--- src/rtl/mem_stage.sv ---
// Memory stage of the pipeline: turns a load/store into a single request on a
// handshaked data-memory port and stalls the upstream pipe until it completes.
module mem_stage #(
    parameter logic [31:0] BASE_ADDR = 32'd1024,
    parameter logic [7:0]  TIMEOUT   = 8'd255
) (
    input  logic        clk,
    input  logic        rst,
    input  logic        WB_EN_IN,
    input  logic        MEM_R_EN_IN,
    input  logic        MEM_W_EN_IN,
    input  logic [31:0] ALUResIn,
    input  logic [31:0] STValIn,
    input  logic [4:0]  destIn,
    output logic        mem_req,
    output logic        mem_we,
    output logic [31:0] mem_addr,
    output logic [31:0] mem_wdata,
    input  logic        mem_ack,
    input  logic [31:0] mem_rdata,
    output logic        WB_EN,
    output logic        MEM_R_EN,
    output logic [31:0] ALURes,
    output logic [31:0] memData,
    output logic [4:0]  dest,
    output logic        freeze,
    output logic        mem_err
);

    typedef enum logic [1:0] {IDLE, BUSY, DONE} state_t;

    state_t      state_reg, state_next;
    logic [7:0]  cnt_reg, cnt_next;
    logic        mem_err_reg, mem_err_next;
    logic [31:0] mem_data_reg, mem_data_next;
    logic        mem_we_reg, mem_we_next;
    logic [31:0] mem_addr_reg, mem_addr_next;
    logic [31:0] mem_wdata_reg, mem_wdata_next;

    logic access;
    logic misaligned;
    logic start;
    logic timeout_hit;

    assign access     = MEM_R_EN_IN | MEM_W_EN_IN;
    assign misaligned = access & (ALUResIn[1:0] != 2'b00);
    assign start      = access & ~misaligned;
    // Widened compare so TIMEOUT = 255 cannot overflow the counter increment.
    assign timeout_hit = ({1'b0, cnt_reg} + 9'd1) >= {1'b0, TIMEOUT};

    always_ff @(posedge clk) begin
        if (rst) begin
            state_reg     <= IDLE;
            cnt_reg       <= 8'd0;
            mem_err_reg   <= 1'b0;
            mem_data_reg  <= 32'd0;
            mem_we_reg    <= 1'b0;
            mem_addr_reg  <= 32'd0;
            mem_wdata_reg <= 32'd0;
        end else begin
            state_reg     <= state_next;
            cnt_reg       <= cnt_next;
            mem_err_reg   <= mem_err_next;
            mem_data_reg  <= mem_data_next;
            mem_we_reg    <= mem_we_next;
            mem_addr_reg  <= mem_addr_next;
            mem_wdata_reg <= mem_wdata_next;
        end
    end

    always_comb begin
        state_next     = state_reg;
        cnt_next       = cnt_reg;
        mem_err_next   = mem_err_reg | misaligned;
        mem_data_next  = mem_data_reg;
        mem_we_next    = mem_we_reg;
        mem_addr_next  = mem_addr_reg;
        mem_wdata_next = mem_wdata_reg;
        case (state_reg)
            IDLE: begin
                if (start) begin
                    state_next     = BUSY;
                    cnt_next       = 8'd0;
                    mem_we_next    = MEM_W_EN_IN;
                    mem_addr_next  = ALUResIn - BASE_ADDR;
                    mem_wdata_next = STValIn;
                end
            end
            BUSY: begin
                if (mem_ack) begin
                    if (!mem_we_reg) begin
                        mem_data_next = mem_rdata;
                    end
                    state_next = DONE;
                end else if (timeout_hit) begin
                    cnt_next      = TIMEOUT;
                    mem_data_next = 32'd0;
                    mem_err_next  = 1'b1;
                    state_next    = DONE;
                end else begin
                    cnt_next = cnt_reg + 8'd1;
                end
            end
            // The instruction is still presented here; returning to IDLE
            // without looking at it prevents a duplicate request.
            DONE: state_next = IDLE;
            default: state_next = IDLE;
        endcase
    end

    assign freeze    = ((state_reg == IDLE) & start) | (state_reg == BUSY);
    assign mem_req   = (state_reg == BUSY);
    assign mem_we    = mem_we_reg;
    assign mem_addr  = mem_addr_reg;
    assign mem_wdata = mem_wdata_reg;
    assign mem_err   = mem_err_reg;
    assign memData   = mem_data_reg;

    assign WB_EN    = WB_EN_IN & ~freeze & ~misaligned;
    assign MEM_R_EN = MEM_R_EN_IN & ~freeze & ~misaligned;
    assign ALURes   = ALUResIn;
    assign dest     = destIn;

endmodule

--- config.mk ---
export PLATFORM = sky130hd
export DESIGN_NAME = mem_stage
export DESIGN_NICKNAME = d
export VERILOG_FILES = /design/src/rtl/mem_stage.sv
export SDC_FILE = /design/constraint.sdc
export NUM_CORES = 1
export LEC_CHECK = 0
export CORE_ASPECT_RATIO = 1.5
export CORE_MARGIN = 2
export CORE_UTILIZATION = 39
export DETAILED_ROUTE_END_ITERATION = 8
export HOLD_SLACK_MARGIN = 0.1
export PLACE_DENSITY = 0.81
export SLEW_MARGIN = 20
export SYNTH_ARGS = -nofsm -noshare
export SYNTH_HDL_FRONTEND = slang
export SYNTH_SLANG_ARGS = --single-unit
--- constraint.sdc ---
create_clock -name clk -period 2.63 [get_ports clk]
set_input_delay 0.6575 -clock clk [delete_from_list [all_inputs] [get_ports clk]]
set_output_delay 0.6575 -clock clk [all_outputs]
set_load 0.01 [all_outputs]
==> results by group, run 1 <==
Floorplanning
  – CORE AREA: 0.01106 mm2
  – Die X: 91.15 um
  – Die Height: 134.7 um
  – Num rows: 47
  – Initial Util: 40.19%
  – I/O pin count: 246
  – Die area: 0.01228 mm2

STA
  – Slew Limit Fails: 0
  – Final hold vios: 0
  – Slew HR: 65.06%
  – Worst-Margin Slew: 0.5240 ns
  – Final setup vio count: 0
  – Clk_skew: 0.009729 ns
  – Post-route setup TNS: 0 ns
  – Final worst path period share: 97.13%
  – RSZ-0062 raised after global routing: no
  – FMAX: 391.5 MHz
  – Minimum clock period: 2.554 ns

Setup path
  – CP delay by family, top: buffers and inverters
  – WP buf/inv: 2
  – Worst path arrival time: 1.90 ns
  – Slowest CP cell: clkdlybuf4s50_1
  – Most common cell on crit path: nor2_1
  – Crit end category: output pin
  – Setup crit start kind: input port
  – R2r worst-path depth: 8
  – Req. time, crit path: 1.97 ns
  – CP Depth: 5
  – Worst path cell trace: clkdlybuf4s50_1, nor2_1, nor2_1, nor3b_1, clkdlybuf4s15_2
  – Crit path max fanout: 3
  – Crit Path Category: input port to output pin
  – CP max stage delay: 0.51 ns

Finish
  – Final cell count without fillers: 869
  – Layout area overhead: 61.79%
  – Most frequent cells in the layout: clkdlybuf4s50_1 (229), dfxtp_1 (108), nand2_1 (88)
  – Number of diodes: 0
  – Commonest non-fill, non-tap cell in the layout: clkdlybuf4s50_1
  – Fraction of layout cells with a size suffix above 1: 9.141%
  – Nets: 827

Logic synthesis
  – Post-Synthesis Cell Area: 0.004443 mm2
  – Syn Nets: 616
  – Dominant cell type by area after synthesis: dfxtp_1
  – Yosys top cell area share: 48.66%
  – Sequential area share after synthesis: 48.66%
  – Number of synthesis warnings: 0
  – Area contributors post-synth: dfxtp_1 (49%), nand2_1 (7.4%), a21oi_1 (7.0%)
  – Post-synthesis cell type count: 42
  – Synth Register Bits: 108
  – Mean Syn Cell Area: 8.781 um2
  – Mapped Cells: 506

Pwr
  – Sw Ratio: 24.24%
  – Clock power frac: 36.4%
  – Reg power frac: 46.6%
  – Leak Pwr: 2.618 nW
  – Comb power frac: 17.0%
  – Net Sw Power: 0.9025 mW
  – Cell-internal power: 2.821 mW
  – Worst vdd ir: 292.5 uV
  – Power per cell area: 518.1 mW/mm2

GRT
  – Largest net degree at the start of global routing: 53
  – GRT overflow: 0
  – First-pass GRT wire length: 20910 um
  – Initial antenna violation count: 0
  – Via count of the first global-routing pass: 4236
  – Gr usage total: 20.94%

Drt
  – Initial DRC count: 186
  – Final wirelength: 13090 um
  – Routed Antenna Nets: 0
  – Routed len/inst: 15.06 um
  – Drt first pass iters: 5
  – Residual DRC: 0
  – Vias/cell: 5.038
  – DR vias: 4378

Clock tree
  – # H-tree levels: 3
  – Clock slew at reported path FFs: 0.07 ns
  – CTS tree: done
  – CTS sink cnt: 108
  – CTS Buf Count: 9
  – Root Driver: clkbuf_16
  – Longest Clk Path Bufs: 2
  – Post-CTS Hold Buffers: 0
  – Clk_lat worst skew: 0.34 ns

Place
  – Port bufs: 235
  – Dpl hpwl: 9862 um
  – Routability cong.: 0.8343
  – Dpl cells: 852

Hold path
  – Hold Path Stages: 2
  – Worst hold path class: flop to flop

Run status
  – Status: completed

Flow run
  – Max-Cap Viols: 0
[per-stage QoR]
step	setup slack [ns]	instance area [um2]	power (mW)	hold WS (ns)	utilization, %
after floorplan	0.2822	4443	2.015	0.4658	-
after global placement	-0.2982	6879	2.391	0.4420	62.22
after detailed placement	-0.3481	6879	2.407	0.4457	62.22
after CTS	0.09939	7188	3.760	0.4555	65.02
after global routing	0.04523	7188	3.872	0.4772	65.02
final	0.07554	7188	3.724	0.4530	65.02
[tightest hold or removal path, stage by stage, from the launching register on]
cell,delay [ns]
dfxtp_1,0.31
nand2_1,0.05
a21oi_1,0.05
[final timing paths]
check	from	to	slack [ns]
min reg2reg	mem_addr[3]$_SDFFE_PP0P_	mem_addr[3]$_SDFFE_PP0P_	0.45
max	MEM_W_EN_IN	WB_EN	0.08
max reg2reg	cnt_reg[0]$_SDFFE_PP0P_	memData[22]$_SDFFE_PP0P_	0.65
min	mem_addr[3]$_SDFFE_PP0P_	mem_addr[3]$_SDFFE_PP0P_	0.45
[per-layer routing]
layer	GRT usage (%)	wire, um	vias to the layer above
met1	22.89	4889	2032
li1	-	-	2153
met4	8.754	335	0
met2	38.68	7139	170
met3	4.688	726	23
met5	0	0	-
[timing repair]
| action | CTS | global route |
|---|---|---|
| hold endpoints to repair | 0 | 0 |
| buffers inserted | 1 | 0 |
| gates resized for setup | 8 | 0 |
| endpoints found under the setup margin | 3 | 0 |
[cell families after synthesis]
logic type	count (synthesis)	share of synthesized area, %
AOI/OAI and AO/OA	138	19.80
xor gates and xnor gates	17	3.351
adders and majority gates	3	0.8449
buffers and inverters	76	9.744
DFF	108	48.66
muxes	1	0.2253
and+or+nand+nor	163	17.38
[cells in the mapped netlist]
master and number:
dfxtp_1 108, nand2_1 88, a21oi_1 62, buf_4 37, a22o_1 33, clkbuf_1 28, nor2_1 28, o21ai_0 19
xnor2_1 14, nor3_1 9, inv_1 8, a211oi_1 7, a311oi_1 6, nand3_1 6, nor4_1 5, a31oi_1 4
and3_1 4, or3_1 4, ha_1 3, xor2_1 3, a21oi_2 2, nand4_1 2, nor2b_1 2, nor3b_1 2
nor4_4 2, o31ai_1 2, or2_2 2, or4_4 2, and4_1 1, buf_1 1, buf_2 1, buf_6 1
mux2i_1 1, nand2b_1 1, nand3_2 1, nor4_2 1, nor4b_1 1, o211ai_1 1, o21a_1 1, o21bai_1 1
or3b_2 1, or4_1 1
[final cells by class]
class,count,area [um2]
Fill cell,920,3867
Timing Repair Buffer,268,2629
Sequential cell,108,2162
Multi-Input combinational cell,322,1881
Clock buffer,10,229.0
Tap cell,147,183.9
Clock inverter,6,73.82
Inverter,8,30.03
[power groups by stage]
stage / Clock, mW / Combinational [mW] / Sequential [mW]
after floorplan: 0 / 0.217 / 1.80
after global placement: 0 / 0.622 / 1.77
after detailed placement: 0 / 0.635 / 1.77
after CTS: 1.39 / 0.638 / 1.73
after global routing: 1.45 / 0.680 / 1.74
final: 1.36 / 0.633 / 1.73
Power figures use the tool's default switching activity.
==> run 2: changes to the inputs <==
--- a/config.mk
+++ b/config.mk
@@ -5,9 +5,9 @@
 export SDC_FILE = /design/constraint.sdc
 export NUM_CORES = 1
 export LEC_CHECK = 0
+export ABC_AREA = 1
 export CORE_ASPECT_RATIO = 1.5
-export CORE_MARGIN = 2
-export CORE_UTILIZATION = 39
+export CORE_UTILIZATION = 41
 export DETAILED_ROUTE_END_ITERATION = 8
 export HOLD_SLACK_MARGIN = 0.1
 export PLACE_DENSITY = 0.81
==> run 2 against run 1 <==
Clock skew up 0.0032 ns; hold slack improved by 0.0054 ns; via count rose by 19%; sequential power about the same; critical endpoint is now MEM_R_EN; highest routed layer unchanged; cell count is 17% higher.
==> results by group, run 2 <==
GRT
  – GRT overflow: 0
  – Largest net degree at the start of global routing: 77
  – First-pass GRT wire length: 23490 um
  – Via count of the first global-routing pass: 4970
  – Initial antenna violation count: 0
  – Gr usage total: 23.26%

Hold path
  – Hold wc startpoint: mem_addr[0]$_SDFFE_PP0P_
  – Worst hold path class: flop to flop

Run status
  – Status: completed

Setup path
  – Setup crit start kind: input port
  – Worst path cell trace: clkdlybuf4s50_1, nor2_2, nor2_4, inv_2, nand2_2, nor2_1, dlygate4sd2_1
  – WP buf/inv: 3
  – Slowest CP cell: clkdlybuf4s50_1
  – Setup crit start: MEM_W_EN_IN
  – Crit Path Category: input port to output pin
  – CP max stage delay: 0.45 ns
  – Worst path arrival time: 1.88 ns
  – CP delay by family, top: buffers and inverters
  – Crit end category: output pin
  – Req. time, crit path: 1.97 ns
  – Crit path max fanout: 3
  – R2r startpoint: cnt_reg[0]$_SDFFE_PP0P_

Logic synthesis
  – Number of synthesis warnings: 0
  – Post-Synthesis Cell Area: 0.005019 mm2
  – Most numerous cell in the Yosys netlist: nor2_1
  – Area contributors post-synth: dfxtp_1 (43%), nor2_1 (9.5%), o21ai_0 (6.5%)
  – Post-synthesis cell type count: 33
  – Mean Syn Cell Area: 7.547 um2
  – Synth Register Bits: 108
  – Dominant cell type by area after synthesis: dfxtp_1
  – Mapped Cells: 665
  – Ys flop type: dfxtp_1
  – Sequential area share after synthesis: 43.08%
  – EDFF count, synth: 0
  – Async SR Flop Fraction: 0%
  – Yosys top cell area share: 43.08%
  – Top cells by count, synth: nor2_1 (127), dfxtp_1 (108), o21ai_0 (65), nand2_1 (54), inv_1 (49)
  – Syn Nets: 775

Drt
  – Final wirelength: 15170 um
  – Routed Antenna Nets: 0
  – Drt first pass iters: 4
  – Initial DRC count: 155
  – Vias/cell: 5.114
  – Routed len/inst: 14.87 um
  – Residual DRC: 0
  – DR vias: 5216

STA
  – Final setup vio count: 0
  – FMAX: 393.7 MHz
  – RSZ-0062 raised after global routing: no
  – Minimum clock period: 2.540 ns
  – Slew HR: 52.58%
  – Worst-Margin Slew: 0.7114 ns
  – Post-route setup TNS: 0 ns
  – Min Hold Slack: 0.4584 ns
  – Final hold vios: 0
  – Worst setup margin: 0.08981 ns
  – Final worst path period share: 96.59%
  – Slew Limit Fails: 0
  – Clk_skew: 0.01296 ns

Pwr
  – Pwr Total: 3.776 mW
  – Power per cell area: 495.5 mW/mm2
  – Worst vdd ir: 304.0 uV
  – Leak Pwr: 3.017 nW

Finish
  – Layout filler cell count: 1065
  – Finished Cell Area: 0.007621 mm2
  – Nets: 972
  – Fraction of layout cells with a size suffix above 1: 8.997%
  – Commonest non-fill, non-tap cell in the layout: clkdlybuf4s50_1
  – FF+latch area: 0.002162 mm2
  – Layout area overhead: 51.86%
  – Number of diodes: 0
  – Most frequent cells in the layout: clkdlybuf4s50_1 (232), nor2_1 (124), dfxtp_1 (108)
  – Multi-input gate area: 0.002192 mm2

Floorplanning
  – Num rows: 49
  – CORE AREA: 0.01196 mm2
  – Die Height: 137.5 um
  – Initial Util: 41.98%
  – I/O pin count: 246
  – Die area: 0.01270 mm2
  – Die X: 92.34 um

Clock tree
  – CTS sink cnt: 108
  – CTS tree: done
  – # H-tree levels: 3
  – CTS Buf Count: 9
  – Clk_lat worst skew: 0.35 ns
  – Longest Clk Path Bufs: 2
  – Post-CTS Hold Buffers: 0
  – Clock slew at reported path FFs: 0.07 ns
  – Root Driver: clkbuf_16

Place
  – Port bufs: 235
  – Placed inst area: 0.007323 mm2
  – Routability cong.: 0.8779
  – Dpl hpwl: 10460 um
  – Pre-CTS setup slack: -0.2831 ns

Flow run
  – Max-Cap Viols: 0
[run 2: changes by cell type after synthesis, sizes merged, moves of 8 or more]
cell	change
o21ai	+46
buf	+18
xnor2	-9
inv	+43
a22o	-33
nor4	-8
nor2	+102
nand3	+42
nand2	-30
a21oi	-20
nand4	+33
[run 2: timing repair]
item                       in CTS  in global routing
resized for setup               5                  3
buffers inserted                1                  0
pin swaps                       1                  1
setup endpoints to repair       3                  3
[run 2: path summary, 6_finish.rpt]
check	end	slack, ns	cells after the start
max	MEM_R_EN	0.09	7
min	mem_addr[0]$_SDFFE_PP0P_	0.46	2
max reg2reg	memData[24]$_SDFFE_PP0P_	0.55	12
min reg2reg	mem_addr[0]$_SDFFE_PP0P_	0.46	2
[run 2: layer usage]
layer  track usage (%)  part of all wire [%]  vias to the layer above
li1                  -                     -                     2555
met1             24.94                    37                     2422
met2             43.46                    54                      202
met3             3.918                   5.8                       37
met4             11.63                   2.9                        0
met5                 0                     0                        -
[run 2: through the flow]
stage | utilization [%] | cells
2_1_floorplan | - | 665
5_1_grt | 63.75 | 1020
3_5_place_dp | 61.26 | 1003
6_report | 63.75 | 1020
4_1_cts | 63.67 | 1020
3_3_place_gp | 61.26 | 1003
[run 2: area by class of cell]
class	instances	share of cell area, %
Clock inverter	5	0.4925
Clock buffer	11	3.185
Sequential cell	108	28.37
Inverter	52	2.561
Timing Repair Buffer	265	34.12
Tap cell	153	2.512
Multi-Input combinational cell	426	28.76
[run 2: worst register-to-register path, stage by stage, from the launching register on]
cell and delay (ns):
dfxtp_1 0.44, inv_1 0.10, ha_1 0.30, nor2_1 0.09, nor2_1 0.04, nor2_1 0.08
nand3_1 0.10, nor2_1 0.09, nand2_1 0.07, nand2_2 0.09, nand2_4 0.28, nand3_1 0.19
a21oi_1 0.08
[run 2: where the power goes]
part / leakage, nW / internal, mW / switching, mW
clock: 0.132 / 0.671 / 0.623
combinational: 2.00 / 0.401 / 0.328
sequential: 0.881 / 1.71 / 0.0392
total: 3.02 / 2.79 / 0.990
[run 2: kinds of logic after synthesis]
family                     synth area share [%]
DFF                                       43.08
AOI/OAI and AO/OA                         14.91
adders and majority gates                0.7480
buffers and inverters                     13.64
xor gates and xnor gates                  1.571
and+or+nand+nor                           26.05
